$ cat src/rtl/vector_pkg.sv
// rtl/vector_pkg.sv - shared state type and sizing constants for the pixel scheduler.
package vector_pkg;

   typedef enum logic [1:0] {
      IDLE  = 2'd0,
      RUN   = 2'd1,
      DRAIN = 2'd2
   } sched_state_t;

   // Widest coordinate the raster counters compare against.
   localparam int PIX_CNT_W = 16;

   function automatic int ptr_w(input int n);
      return (n > 1) ? $clog2(n) : 1;
   endfunction

endpackage

$ cat src/rtl/raster_counter.sv
// rtl/raster_counter.sv - x-fastest raster position counter that wraps at the screen bounds.
module raster_counter
   import vector_pkg::*;
#(
   parameter int WIDTH  = 640,
   parameter int HEIGHT = 480
) (
   input  logic                       clk,
   input  logic                       rst,
   input  logic                       clear,
   input  logic                       enable,
   output logic [$clog2(WIDTH)-1:0]   x,
   output logic [$clog2(HEIGHT)-1:0]  y,
   output logic                       last
);
   localparam logic [PIX_CNT_W-1:0] X_END = PIX_CNT_W'(WIDTH - 1);
   localparam logic [PIX_CNT_W-1:0] Y_END = PIX_CNT_W'(HEIGHT - 1);

   logic x_end;

   assign x_end = (PIX_CNT_W'(x) == X_END);
   assign last  = x_end && (PIX_CNT_W'(y) == Y_END);

   always_ff @(posedge clk or negedge rst) begin
      if (!rst) begin
         x <= '0;
         y <= '0;
      end else if (clear) begin
         x <= '0;
         y <= '0;
      end else if (enable) begin
         if (x_end) begin
            x <= '0;
            y <= last ? '0 : y + 1'b1;
         end else begin
            x <= x + 1'b1;
         end
      end
   end

endmodule

$ cat src/rtl/pixel_scheduler.sv
// rtl/pixel_scheduler.sv - raster-order pixel dispatch to ray-march cores with in-order result collection.
module pixel_scheduler
   import vector_pkg::*;
#(
   parameter int SCREEN_WIDTH  = 640,
   parameter int SCREEN_HEIGHT = 480,
   parameter int NUM_CORES     = 4,
   parameter int OUT_WIDTH     = 24
) (
   input  logic                               clk,
   input  logic                               rst,
   input  logic                               start,
   output logic [$clog2(SCREEN_WIDTH)-1:0]    req_x,
   output logic [$clog2(SCREEN_HEIGHT)-1:0]   req_y,
   output logic [NUM_CORES-1:0]               req_valid,
   input  logic [NUM_CORES-1:0]               req_ready,
   input  logic [NUM_CORES-1:0]               res_valid,
   input  logic [NUM_CORES*OUT_WIDTH-1:0]     res_shade,
   output logic [NUM_CORES-1:0]               res_ready,
   output logic [OUT_WIDTH-1:0]               shade_out,
   output logic                               valid_out,
   output logic                               sof,
   output logic                               eol,
   input  logic                               ready,
   output logic                               busy,
   output logic                               frame_done
);
   localparam int XW = $clog2(SCREEN_WIDTH);
   localparam int YW = $clog2(SCREEN_HEIGHT);
   localparam int PW = ptr_w(NUM_CORES);
   localparam logic [PW-1:0] PTR_LAST = PW'(NUM_CORES - 1);

   sched_state_t   state;
   logic [PW-1:0]  disp_ptr;
   logic [PW-1:0]  coll_ptr;
   logic [XW-1:0]  out_x;
   logic [YW-1:0]  out_y;
   logic           disp_last;
   logic           out_last;
   logic           out_is_last;
   logic           frame_start;
   logic           disp_fire;
   logic           res_fire;
   logic           out_fire;
   logic           out_free;

   function automatic logic [PW-1:0] next_ptr(input logic [PW-1:0] p);
      return (p == PTR_LAST) ? '0 : p + 1'b1;
   endfunction

   assign busy        = (state != IDLE);
   assign frame_start = (state == IDLE) && start;
   assign disp_fire   = (state == RUN) && req_ready[disp_ptr];
   assign out_free    = !valid_out || ready;
   assign res_fire    = busy && out_free && res_valid[coll_ptr];
   assign out_fire    = valid_out && ready;

   assign req_valid = (state == RUN) ? (NUM_CORES'(1) << disp_ptr) : '0;
   assign res_ready = (busy && out_free) ? (NUM_CORES'(1) << coll_ptr) : '0;

   raster_counter #(
      .WIDTH  (SCREEN_WIDTH),
      .HEIGHT (SCREEN_HEIGHT)
   ) disp_cnt (
      .clk    (clk),
      .rst    (rst),
      .clear  (frame_start),
      .enable (disp_fire),
      .x      (req_x),
      .y      (req_y),
      .last   (disp_last)
   );

   // Tracks the position of the next result to be loaded into the output register.
   raster_counter #(
      .WIDTH  (SCREEN_WIDTH),
      .HEIGHT (SCREEN_HEIGHT)
   ) out_cnt (
      .clk    (clk),
      .rst    (rst),
      .clear  (frame_start),
      .enable (res_fire),
      .x      (out_x),
      .y      (out_y),
      .last   (out_last)
   );

   always_ff @(posedge clk or negedge rst) begin
      if (!rst) begin
         state       <= IDLE;
         disp_ptr    <= '0;
         coll_ptr    <= '0;
         shade_out   <= '0;
         valid_out   <= 1'b0;
         sof         <= 1'b0;
         eol         <= 1'b0;
         out_is_last <= 1'b0;
         frame_done  <= 1'b0;
      end else begin
         frame_done <= 1'b0;
         case (state)
            IDLE:    if (start) state <= RUN;
            RUN:     if (disp_fire && disp_last) state <= DRAIN;
            DRAIN: begin
               if (out_fire && out_is_last) begin
                  state      <= IDLE;
                  frame_done <= 1'b1;
               end
            end
            default: state <= IDLE;
         endcase

         if (frame_start) begin
            disp_ptr <= '0;
         end else if (disp_fire) begin
            disp_ptr <= next_ptr(disp_ptr);
         end

         if (frame_start) begin
            coll_ptr <= '0;
         end else if (res_fire) begin
            coll_ptr <= next_ptr(coll_ptr);
         end

         if (res_fire) begin
            shade_out   <= res_shade[int'(coll_ptr) * OUT_WIDTH +: OUT_WIDTH];
            valid_out   <= 1'b1;
            sof         <= (out_x == '0) && (out_y == '0);
            eol         <= (out_x == XW'(SCREEN_WIDTH - 1));
            out_is_last <= out_last;
         end else if (out_fire) begin
            valid_out <= 1'b0;
         end
      end
   end

endmodule

$ cat config.mk
export PLATFORM = sky130hd
export DESIGN_NAME = pixel_scheduler
export DESIGN_NICKNAME = d
export VERILOG_FILES = /design/src/rtl/vector_pkg.sv /design/src/rtl/raster_counter.sv /design/src/rtl/pixel_scheduler.sv
export SDC_FILE = /design/constraint.sdc
export NUM_CORES = 1
export LEC_CHECK = 0
export ABC_AREA = 1
export BUFFER_PORTS_ARGS = -buffer_cell sky130_fd_sc_hd__buf_4
export CAP_MARGIN = 10
export CORE_MARGIN = 2
export CORE_UTILIZATION = 55
export CTS_CLUSTER_SIZE = 24
export DETAILED_ROUTE_END_ITERATION = 7
export PLACE_DENSITY = 0.85
export SLEW_MARGIN = 20
export SYNTH_ARGS = -nofsm -noshare
export SYNTH_HDL_FRONTEND = slang
export SYNTH_SLANG_ARGS = --single-unit
$ cat constraint.sdc
create_clock -name clk -period 4.5 [get_ports clk]
set_clock_uncertainty 0.15 [all_clocks]
set_input_delay 0.9 -clock clk [delete_from_list [all_inputs] [get_ports clk]]
set_output_delay 0.9 -clock clk [all_outputs]
set_load 0.01 [all_outputs]
==> key figures <==
Status
  – Outcome: finished, final reports clean

Route
  – DR DRC count: 0
  – Drt pass-1 iters: 4
  – Via density: 5.48
  – Starting DRT DRC Count: 316
  – DRT Wirelength: 14000 um
  – Routed len/inst: 14.8 um
  – Antenna viol nets, final: 0
  – Via count: 5202

STA
  – Min Tclk post-route: 3220 ps
  – FMAX: 310 MHz
  – Worst slew pin tran: 914 ps
  – Final number of max-transition violations: 0
  – RSZ-0062 raised after global routing: false
  – Setup TNS: 0 ps
  – Final period util: 71.6%
  – Slew Limit Headroom: 39.1%
  – Final Hold Fails: 0
  – Final setup vio count: 0

Placed design
  – Final HPWL DP: 10400 um
  – Routability cong.: 0.922
  – Port buffer count: 163

Global routing
  – Global route overflow: 0
  – First-pass GRT wire length: 22800 um
  – Global Route Usage Sum: 31.5%
  – Largest net degree at the start of global routing: 74
  – Initial antenna violation count: 0
  – Vias in the first global route: 4884

Synthesis
  – FFs w/ async S/R, synth: 100%
  – Dominant cells by area after synthesis: dfrtp_1 39%, nand2_1 17%, nor2_1 9.1%
  – Ys Warns: 0
  – Post-Syn Nets: 815
  – Syn Area/Cell: 6.69 um2
  – Post-synthesis cell type count: 26
  – Dominant cell type by area after synthesis: dfrtp_1
  – Ys flop type: dfrtp_1
  – Post-synth EDFFs: 0
  – Seq/Total Area, Yosys: 39.4%
  – Gate Count Post-Synth: 693
  – Seq cells post-synth: 73
  – Synthesized cell area: 4640 um2
  – Yosys top cell area share: 39.4%

Clock network
  – # Post-CTS Setup Buffers: 0
  – CTS Hold Bufs: 0
  – CTS Sinks: 73
  – CTS resizes: 0
  – H-tree Lvls: 3
  – Reg clk slew, reported paths: 80 ps
  – TritonCTS buffer count: 9
  – CTS Root Cell: clkbuf_8
  – Clock Tree Buf Depth: 2
  – Clk Latency, worst-skew pair: 350 ps
  – TritonCTS clock tree: built

Setup path
  – CP cell instances: inv_2 -> ha_1 -> inv_1 -> nor2_1 -> buf_4
  – Slowest CP cell: dfrtp_1
  – Buf+Inv Stages, Crit Path: 3
  – Critical Path AT: 2170 ps
  – Crit end category: output pin
  – CP peak stage delay: 870 ps
  – Maximum fanout along the worst path: 28
  – Delay-heaviest family, CP: flip-flops
  – Critical path type: register to output pin
  – Startpoint Class: register
  – CP required: 3450 ps

Hold path
  – Worst Hold Class: register to register

Final layout
  – Fin util: 74.8%
  – P&R area growth vs syn: 31.8%
  – Fraction of layout cells with a size suffix above 1: 23.1%
  – Most frequent cells in the layout: 210 x nand2_1, 164 x buf_4, 112 x nor2_1
  – Layout Nets: 962
  – Commonest non-fill, non-tap cell in the layout: nand2_1
  – Antenna cells: 0

Power and ir drop
  – Power density over cell area: 544 nW/um2
  – Leakage power: 0.00331 uW
  – VDD IR max: 0.000388 V
  – Tot Pwr: 3320 uW

Floorplanning
  – Die footprint: 9180 um2
  – Initial Utilization: 56.7%
  – I/O pin cnt: 164
  – Die W: 95.8 um
  – Core area: 8180 um2
  – Chip height: 95.8 um
  – Site Rows: 33

Flow run
  – Max_cap viols: 0
through the flow:
step / cells / setup slack, ps / area [um2] / hold WS, ps
floorplan: 693 / 2210 / 4640 / 300
global placement: 934 / 1700 / 5870 / 315
detailed placement: 934 / 1610 / 5870 / 317
CTS: 949 / 1280 / 6110 / 336
global route: 949 / 1090 / 6110 / 361
finish: 949 / 1280 / 6110 / 334
layer usage:
layer	wire (um)	part of all wire, %	GRT usage [%]	vias to the layer above
li1	-	-	-	2516
met1	5550	40	39.0	2401
met2	6810	49	52.4	241
met3	1160	8.3	7.28	44
met4	492	3.5	14.2	0
met5	0	0	0	-
worst min-delay path, stage by stage, from the launching register on:
cell	delay, ps
dfrtp_1	350
nand2_1	50
nand2_1	50
power by group:
group          leakage, uW  internal [uW]  switching, uW
clock             0.000122            380            246
combinational      0.00224            635           1000
sequential        0.000948            862            196
total              0.00331           1880           1450
area by class of cell:
type	count	area, um2
Fill cell	651	2060
Tap cell	105	131
Timing Repair Buffer	164	1230
Multi-Input combinational cell	525	2430
Clock inverter	5	104
Sequential cell	73	1830
Inverter	67	251
Clock buffer	10	138
final timing paths:
check / slack (ps) / start / to / cells past startpoint
worst min register to register: 330 / shade_out[14]$_DFFE_PN0P_ / shade_out[14]$_DFFE_PN0P_ / 2
worst max register to register: 1590 / coll_ptr[0]$_DFFE_PN0P_ / out_cnt.x[8]$_DFFE_PN0P_ / 10
worst max-delay path: 1280 / coll_ptr[1]$_DFFE_PN0P_ / res_ready[0] / 5
max in group asynchronous: 3080 / rst / shade_out[0]$_DFFE_PN0P_ / 1
min in group asynchronous: 520 / rst / out_cnt.x[5]$_DFFE_PN0P_ / 1
worst min-delay path: 330 / shade_out[14]$_DFFE_PN0P_ / shade_out[14]$_DFFE_PN0P_ / 2
cell families after synthesis:
| group | after synthesis | synth area share (%) |
|---|---|---|
| xor gates and xnor gates | 8 | 1.51 |
| and+or+nand+nor | 402 | 35.5 |
| AOI/OAI and AO/OA | 101 | 11.6 |
| adders and majority gates | 14 | 3.78 |
| buffers and inverters | 95 | 8.18 |
| DFF | 73 | 39.4 |
Yosys cell counts, types with 3 or more instances:
master    instances
nand2_1         210
clkbuf_1         15
inv_1            62
nand4_1          11
inv_2             5
nor2_2            3
xor2_1            6
nand2_2           4
o21ai_0          66
dfrtp_1          73
buf_2            12
nand3_1          47
a21oi_1           9
nor3_1            9
ha_1             14
nor2_1          112
o22ai_1          24
registers in the layout (all words and copies together) (netlist names):
signal,flops
out_is_last,1
out_cnt.x,10
disp_cnt.x,10
shade_out,24
sof,1
out_cnt.y,9
disp_cnt.y,9
valid_out,1
frame_done,1
coll_ptr,2
eol,1
state,2
disp_ptr,2
(Power assumes the default switching activity.)
